<file path="config.mk">
export PLATFORM = sky130hd
export DESIGN_NAME = alu_issue_stage
export DESIGN_NICKNAME = d
export VERILOG_FILES = /design/src/rtl/alu_issue_stage.sv
export SDC_FILE = /design/constraint.sdc
export NUM_CORES = 1
export LEC_CHECK = 0
export ABC_AREA = 1
export CAP_MARGIN = 0
export CORE_MARGIN = 2
export CORE_UTILIZATION = 45
export CTS_BUF_LIST = sky130_fd_sc_hd__clkbuf_8
export DETAILED_ROUTE_END_ITERATION = 16
export GPL_TIMING_DRIVEN = 0
export MAX_ROUTING_LAYER = met4
export PLACE_DENSITY_LB_ADDON = 0.05
export SYNTH_ARGS = -nofsm -noshare
export SYNTH_HDL_FRONTEND = slang
export SYNTH_SLANG_ARGS = --single-unit
</file>
<file path="constraint.sdc">
create_clock -name clk -period 2.4 [get_ports clk]
set_clock_uncertainty 0.05 [all_clocks]
set_input_delay 0.24 -clock clk [delete_from_list [all_inputs] [get_ports clk]]
set_output_delay 0.24 -clock clk [all_outputs]
set_load 0.01 [all_outputs]
</file>
<file path="src/rtl/alu_issue_stage.sv">
// Decodes an RV32I instruction plus register/PC data into ALU op and operands, held in a 2-entry skid buffer.
// Latency 1 cycle; in_ready is the registered inverse of skid occupancy, so out_ready never reaches it combinationally.
module alu_issue_stage #(
    parameter int XLEN = 32
) (
    input  logic            clk,
    input  logic            rst_n,
    input  logic            flush,
    input  logic            in_valid,
    output logic            in_ready,
    input  logic [XLEN-1:0] in_instr,
    input  logic [XLEN-1:0] in_pc,
    input  logic [XLEN-1:0] in_rs1_data,
    input  logic [XLEN-1:0] in_rs2_data,
    output logic            out_valid,
    input  logic            out_ready,
    output logic [3:0]      alu_op,
    output logic [XLEN-1:0] alu_a,
    output logic [XLEN-1:0] alu_b,
    output logic [4:0]      out_rd,
    output logic            out_rd_we,
    output logic            out_illegal,
    output logic [XLEN-1:0] out_pc
);
    localparam logic [3:0] OP_ADD = 4'd0, OP_SUB = 4'd1, OP_AND = 4'd2, OP_OR = 4'd3,
                           OP_XOR = 4'd4, OP_SLT = 4'd5, OP_SLTU = 4'd6, OP_SLL = 4'd7,
                           OP_SRL = 4'd8, OP_SRA = 4'd9, OP_PASS_B = 4'd10;

    localparam logic [6:0] OPC_OP = 7'b0110011, OPC_OPIMM = 7'b0010011, OPC_LUI = 7'b0110111,
                           OPC_AUIPC = 7'b0010111, OPC_LOAD = 7'b0000011, OPC_STORE = 7'b0100011,
                           OPC_JAL = 7'b1101111, OPC_JALR = 7'b1100111, OPC_BRANCH = 7'b1100011;

    localparam logic [6:0] F7_ALT = 7'b0100000;

    typedef struct packed {
        logic [3:0]      op;
        logic [XLEN-1:0] a;
        logic [XLEN-1:0] b;
        logic [4:0]      rd;
        logic            rd_we;
        logic            illegal;
        logic [XLEN-1:0] pc;
    } payload_t;

    payload_t dec;
    payload_t main_q, main_d, skid_q, skid_d;
    logic     main_vld_q, main_vld_d, skid_vld_q, skid_vld_d;
    logic     illegal, writes_rd;

    logic [6:0]  opcode, funct7;
    logic [2:0]  funct3;
    logic [31:0] i_imm, s_imm, u_imm, shamt;

    assign opcode = in_instr[6:0];
    assign funct3 = in_instr[14:12];
    assign funct7 = in_instr[31:25];
    assign i_imm  = {{20{in_instr[31]}}, in_instr[31:20]};
    assign s_imm  = {{20{in_instr[31]}}, in_instr[31:25], in_instr[11:7]};
    assign u_imm  = {in_instr[31:12], 12'b0};
    assign shamt  = {27'b0, in_instr[24:20]};

    always_comb begin
        dec       = '0;
        dec.rd    = in_instr[11:7];
        dec.pc    = in_pc;
        illegal   = 1'b0;
        writes_rd = 1'b0;
        unique case (opcode)
            OPC_OP, OPC_OPIMM: begin
                writes_rd = 1'b1;
                dec.a     = in_rs1_data;
                dec.b     = (opcode == OPC_OP) ? in_rs2_data : i_imm;
                case (funct3)
                    3'b000:  dec.op = (opcode == OPC_OP && funct7 == F7_ALT) ? OP_SUB : OP_ADD;
                    3'b001:  dec.op = OP_SLL;
                    3'b010:  dec.op = OP_SLT;
                    3'b011:  dec.op = OP_SLTU;
                    3'b100:  dec.op = OP_XOR;
                    3'b101:  dec.op = (funct7 == F7_ALT) ? OP_SRA : OP_SRL;
                    3'b110:  dec.op = OP_OR;
                    default: dec.op = OP_AND;
                endcase
                if (opcode == OPC_OP) begin
                    if (!(funct7 == 7'b0 || (funct7 == F7_ALT && (funct3 == 3'b000 || funct3 == 3'b101))))
                        illegal = 1'b1;
                end else if (funct3 == 3'b001 || funct3 == 3'b101) begin
                    // Immediate shifts carry the shift amount, not the sign-extended imm.
                    dec.b = shamt;
                    if (funct7 != 7'b0 && !(funct3 == 3'b101 && funct7 == F7_ALT))
                        illegal = 1'b1;
                end
            end
            OPC_LUI: begin
                writes_rd = 1'b1;
                dec.op    = OP_PASS_B;
                dec.b     = u_imm;
            end
            OPC_AUIPC: begin
                writes_rd = 1'b1;
                dec.a     = in_pc;
                dec.b     = u_imm;
            end
            OPC_LOAD: begin
                writes_rd = 1'b1;
                dec.a     = in_rs1_data;
                dec.b     = i_imm;
            end
            OPC_STORE: begin
                dec.a = in_rs1_data;
                dec.b = s_imm;
            end
            OPC_JAL, OPC_JALR: begin
                writes_rd = 1'b1;
                dec.a     = in_pc;
                dec.b     = 32'd4;
            end
            OPC_BRANCH: begin
                dec.a = in_rs1_data;
                dec.b = in_rs2_data;
                case (funct3[2:1])
                    2'b00:   dec.op = OP_SUB;
                    2'b10:   dec.op = OP_SLT;
                    2'b11:   dec.op = OP_SLTU;
                    default: illegal = 1'b1;
                endcase
            end
            default: illegal = 1'b1;
        endcase
        if (illegal) begin
            dec.op = OP_ADD;
            dec.a  = '0;
            dec.b  = '0;
        end
        dec.illegal = illegal;
        dec.rd_we   = writes_rd && (dec.rd != 5'd0) && !illegal;
    end

    logic in_xfer, out_xfer;
    assign in_xfer  = in_valid && in_ready;
    assign out_xfer = main_vld_q && out_ready;

    always_comb begin
        main_d     = main_q;
        skid_d     = skid_q;
        main_vld_d = main_vld_q;
        skid_vld_d = skid_vld_q;
        if (flush) begin
            main_vld_d = 1'b0;
            skid_vld_d = 1'b0;
        end else if (!main_vld_q || out_xfer) begin
            // Skid holds the older entry, so it refills main before any new input.
            if (skid_vld_q) begin
                main_d     = skid_q;
                main_vld_d = 1'b1;
                skid_vld_d = 1'b0;
            end else if (in_xfer) begin
                main_d     = dec;
                main_vld_d = 1'b1;
            end else begin
                main_vld_d = 1'b0;
            end
        end else if (in_xfer) begin
            skid_d     = dec;
            skid_vld_d = 1'b1;
        end
    end

    always_ff @(posedge clk or negedge rst_n) begin
        if (!rst_n) begin
            main_q     <= '0;
            skid_q     <= '0;
            main_vld_q <= 1'b0;
            skid_vld_q <= 1'b0;
        end else begin
            main_q     <= main_d;
            skid_q     <= skid_d;
            main_vld_q <= main_vld_d;
            skid_vld_q <= skid_vld_d;
        end
    end

    assign in_ready    = !skid_vld_q;
    assign out_valid   = main_vld_q;
    assign alu_op      = main_q.op;
    assign alu_a       = main_q.a;
    assign alu_b       = main_q.b;
    assign out_rd      = main_q.rd;
    assign out_rd_we   = main_q.rd_we;
    assign out_illegal = main_q.illegal;
    assign out_pc      = main_q.pc;

endmodule

</file>
==> summary.txt <==
======================================================================================
Cell class contributing the biggest share of worst-path delay             buffers and inverters
Cell type of the slowest stage on the worst timing path                   sky130_fd_sc_hd__clkdlybuf4s50_1
Most area-hungry cell type in the Yosys netlist                           sky130_fd_sc_hd__dfrtp_1
Max-cap violation count                                                              0
Share of the yosys chip area belonging to registers                              50.3%
Start-to-end type of the worst setup path                                      reg2out
Total congestion overflow                                                            0
DRC                                                                                  0
Root Buffer Master                                                        sky130_fd_sc_hd__clkbuf_8
Required arrival time at the worst endpoint                                    2.11 ns
Placer Congestion                                                                0.902
Top cells by instance count after synthesis                               sky130_fd_sc_hd__nand2_1, sky130_fd_sc_hd__dfrtp_1, sky130_fd_sc_hd__nor2_1
End of the worst register-to-register path                                   alu_a[17]
Number of global-route vias before repair                                        10200
Critical path origin                                                        skid_vld_q
PwrDens                                                                     627 nW/um2
Ratio of cells with drive above 1 in the final layout                            5.26%
Flip-flop cell with the highest count after synthesis                     sky130_fd_sc_hd__dfrtp_1
Die span in y                                                                   159 um
Worst-case register-to-register setup slack                                    0.16 ns
Total count of hold-check failures in the final report                               0
TritonCTS clock tree                                                               yes
Run status                                                                complete, no violations
Fin crit period                                                                2.32 ns
Number of nets in the synthesized netlist                                         1656
Maximum ir drop on the vdd rail                                               0.380 mV
Residual antenna-violating net count after detailed routing                          0
Compound-cell area share of the yosys netlist                                    11.7%
Reg-to-reg critical path startpoint                                         skid_vld_q
Number of distinct standard cells referenced by the synthesized netlist             25
Wire length after detailed routing                                            33800 um
Routed wirelength normalized by instance count                                 15.7 um
Share of synthesized area spent on multiplexers                                     0%
Static Leak                                                                    7.60 nW
Starting Density                                                                 45.8%
1st-pass router iterations                                                           5
R2R depth                                                                            8
Clock slew at reported path FFs                                                0.06 ns
Biggest area contributors in the synthesized netlist                      sky130_fd_sc_hd__dfrtp_1, sky130_fd_sc_hd__nand2_1, sky130_fd_sc_hd__o21ai_0
Combinational family with the most area after synthesis                   simple AND/OR/NAND/NOR gates
Number of antenna violations at the first check in global routing                    1
Insertion delay of the later-clocked pin in the worst-skew pair                0.52 ns
Number of port buffers                                                             240
Final setup violation count                                                          0
Overall track demand over capacity in global routing                             27.7%
Synthesis warning total                                                              0
Placeable core region                                                        23500 um2
Detailed router's first-iteration violation count                                  730
Combined buffer and inverter count along the critical path                           3
Area enclosed by the die boundary                                            25100 um2
Layout Utilization                                                               61.1%
CP max FO                                                                           19
Worst Max-Slew Pin Slew                                                       0.869 ns
Total number of cells along the worst setup path                                     3
Share of the synthesized netlist area taken by xor and xnor gates                   0%
First-pass GRT wire length                                                    52800 um
Cell area after technology mapping                                           10700 um2
Adder and majority cell fraction of the synthesized area                            0%
Sum of net half-perimeters after detailed placement                           24500 um
Number of H-tree branching levels                                                    2
Critical Path Source Type                                                     register
Syn-to-layout area delta                                                         33.6%
Ordered list of cells on the worst path                                   inv_2 -> buf_4 -> clkdlybuf4s50_1
Sinks on the clock net                                                             216
Maximum number of buffers from clock root to sink                                    3
Synthesized instance count                                                        1523
Critical path endpoint                                                        in_ready
Net count reported at finish                                                      1936
Overall Power                                                                  9.00 mW
Kind of capture point of the worst setup path                               output pin
CP Data Arrival Time                                                           2.03 ns
Asr flop ratio synth                                                              100%
Inserted Clock Buffers                                                              38
Number of vias per cell after detailed routing                                    4.99
Via count                                                                        10700
Maximum number of pins on one net before global-route repair                       112
Leading cell type by number of instances after synthesis                  sky130_fd_sc_hd__nand2_1
Mean area per synthesized cell                                                7.05 um2
Fin crit share                                                                   96.8%
Max Transition Viols Final                                                           0
Tightest Hold Check Type                                                        in2reg
Std-Cell Rows                                                                       56
Chip Width                                                                      159 um
EDFF count, synth                                                                    0
Headroom to the max-slew limit                                                   42.1%
Setup repair after global routing missed its margin                               true
Peak clock frequency supported by timing                                       430 MHz
Delay of the slowest critical-path stage                                       0.62 ns
Flop and latch count out of synthesis                                              216
Share of synthesized cell area in and, or, nand and nor gates                    31.6%
Area share of the largest cell type after synthesis                              50.3%
Boundary pin count                                                                 242
======================================================================================
[stage by stage]
step                instance area (um2)  hold WS, ns   TNS, ns  instances  worst slack (ns)
finish                            14300        0.259         0       2146            0.0759
floorplan                         10700       -0.106         0       1523             0.606
detailed placement                13600        0.329    -57.11       2083            -0.535
global placement                  13500        0.410  -1863.23       2082             -8.39
CTS                               14300        0.229         0       2145          0.000387
global route                      14300        0.275  -0.00820       2146          -0.00820
[worst min-delay path, cell delays in order]
cell and delay [ns]:
sky130_fd_sc_hd__clkbuf_2 0.17, sky130_fd_sc_hd__nand3_1 0.11, sky130_fd_sc_hd__nand3_1 0.07, sky130_fd_sc_hd__nand4_1 0.11
sky130_fd_sc_hd__o21ai_0 0.08
[kinds of logic after synthesis]
logic type | count (synthesis)
AO/OA/AOI/OAI | 249
flip-flops | 216
AND/OR/NAND/NOR | 887
buffers and inverters | 171
[area by class of cell]
| type | instances | area [um2] |
|---|---|---|
| buffer | 89 | 389 |
| inverter | 80 | 300 |
| clock buffer | 48 | 661 |
| antenna | 1 | 2.50 |
| clock inverter | 15 | 87.6 |
| timing repair buffer | 242 | 2440 |
| multi-input combinational | 1136 | 4660 |
| tap | 319 | 399 |
| sequential | 216 | 5410 |
| fill | 2221 | 9130 |
[state kept, by name (all words and copies together), names as in the netlist]
| register | cells |
|---|---|
| out_rd_we | 1 |
| skid_q | 107 |
| skid_vld_q | 1 |
| alu_a | 32 |
| alu_op | 4 |
| out_valid | 1 |
| alu_b | 32 |
| out_rd | 5 |
| out_illegal | 1 |
| out_pc | 32 |
[metal layers]
layer | vias to the layer above | wire (um) | global-route usage [%]
met3 | 43 | 2450 | 4.68
met4 | 0 | 569 | 6.56
met2 | 396 | 16000 | 45.7
met1 | 4981 | 14700 | 36.1
met5 | - | 0 | -
li1 | 5291 | - | -
[worst min-delay path by stage]
stage | start | end | slack [ns] | cells past startpoint
6_report | in_instr[12] | skid_q[104] | 0.26 | 5
5_1_grt | in_instr[12] | skid_q[104] | 0.28 | 5
4_1_cts | in_instr[12] | skid_q[104] | 0.23 | 5
3_5_place_dp | rst_n | out_pc[21] | 0.33 | 1
3_3_place_gp | skid_q[22] | skid_q[22] | 0.41 | 2
2_1_floorplan | rst_n | alu_a[0] | -0.11 | 0
[cells in the final DEF (no fill, tap or decap), types with 2 or more instances in the layout]
| master | Yosys | final |
|---|---|---|
| sky130_fd_sc_hd__a21oi_1 | 7 | 6 |
| sky130_fd_sc_hd__a21oi_2 | 1 | 2 |
| sky130_fd_sc_hd__buf_1 | 2 | 2 |
| sky130_fd_sc_hd__buf_2 | 8 | 8 |
| sky130_fd_sc_hd__buf_6 | 4 | 4 |
| sky130_fd_sc_hd__clkbuf_1 | 76 | 65 |
| sky130_fd_sc_hd__clkbuf_2 | 1 | 9 |
| sky130_fd_sc_hd__clkbuf_8 | 0 | 48 |
| sky130_fd_sc_hd__clkdlybuf4s50_1 | 0 | 239 |
| sky130_fd_sc_hd__clkinv_2 | 0 | 4 |
| sky130_fd_sc_hd__dfrtp_1 | 216 | 216 |
| sky130_fd_sc_hd__inv_1 | 70 | 80 |
| sky130_fd_sc_hd__inv_2 | 10 | 10 |
| sky130_fd_sc_hd__nand2_1 | 668 | 668 |
| sky130_fd_sc_hd__nand2_2 | 2 | 2 |
| sky130_fd_sc_hd__nand3_1 | 12 | 12 |
| sky130_fd_sc_hd__nand4_1 | 4 | 4 |
| sky130_fd_sc_hd__nor2_1 | 193 | 193 |
| sky130_fd_sc_hd__nor2_4 | 3 | 3 |
| sky130_fd_sc_hd__o21ai_0 | 173 | 173 |
| sky130_fd_sc_hd__o21ai_1 | 66 | 66 |
[report_power, final]
part | switching, mW | leakage (nW) | internal, mW
registers | 0.176 | 2.89 | 3.98
logic | 0.732 | 4.27 | 0.696
clock network | 1.52 | 0.428 | 1.89
[what timing repair did]
action / in CTS / in global routing
hold endpoints to repair: 110 / 0
resized for setup: 4 / 14
hold buffers: 1 / 0
endpoints found under the setup margin: 120 / 61
setup buffers: 0 / 0
Power figures use the tool's default switching activity.
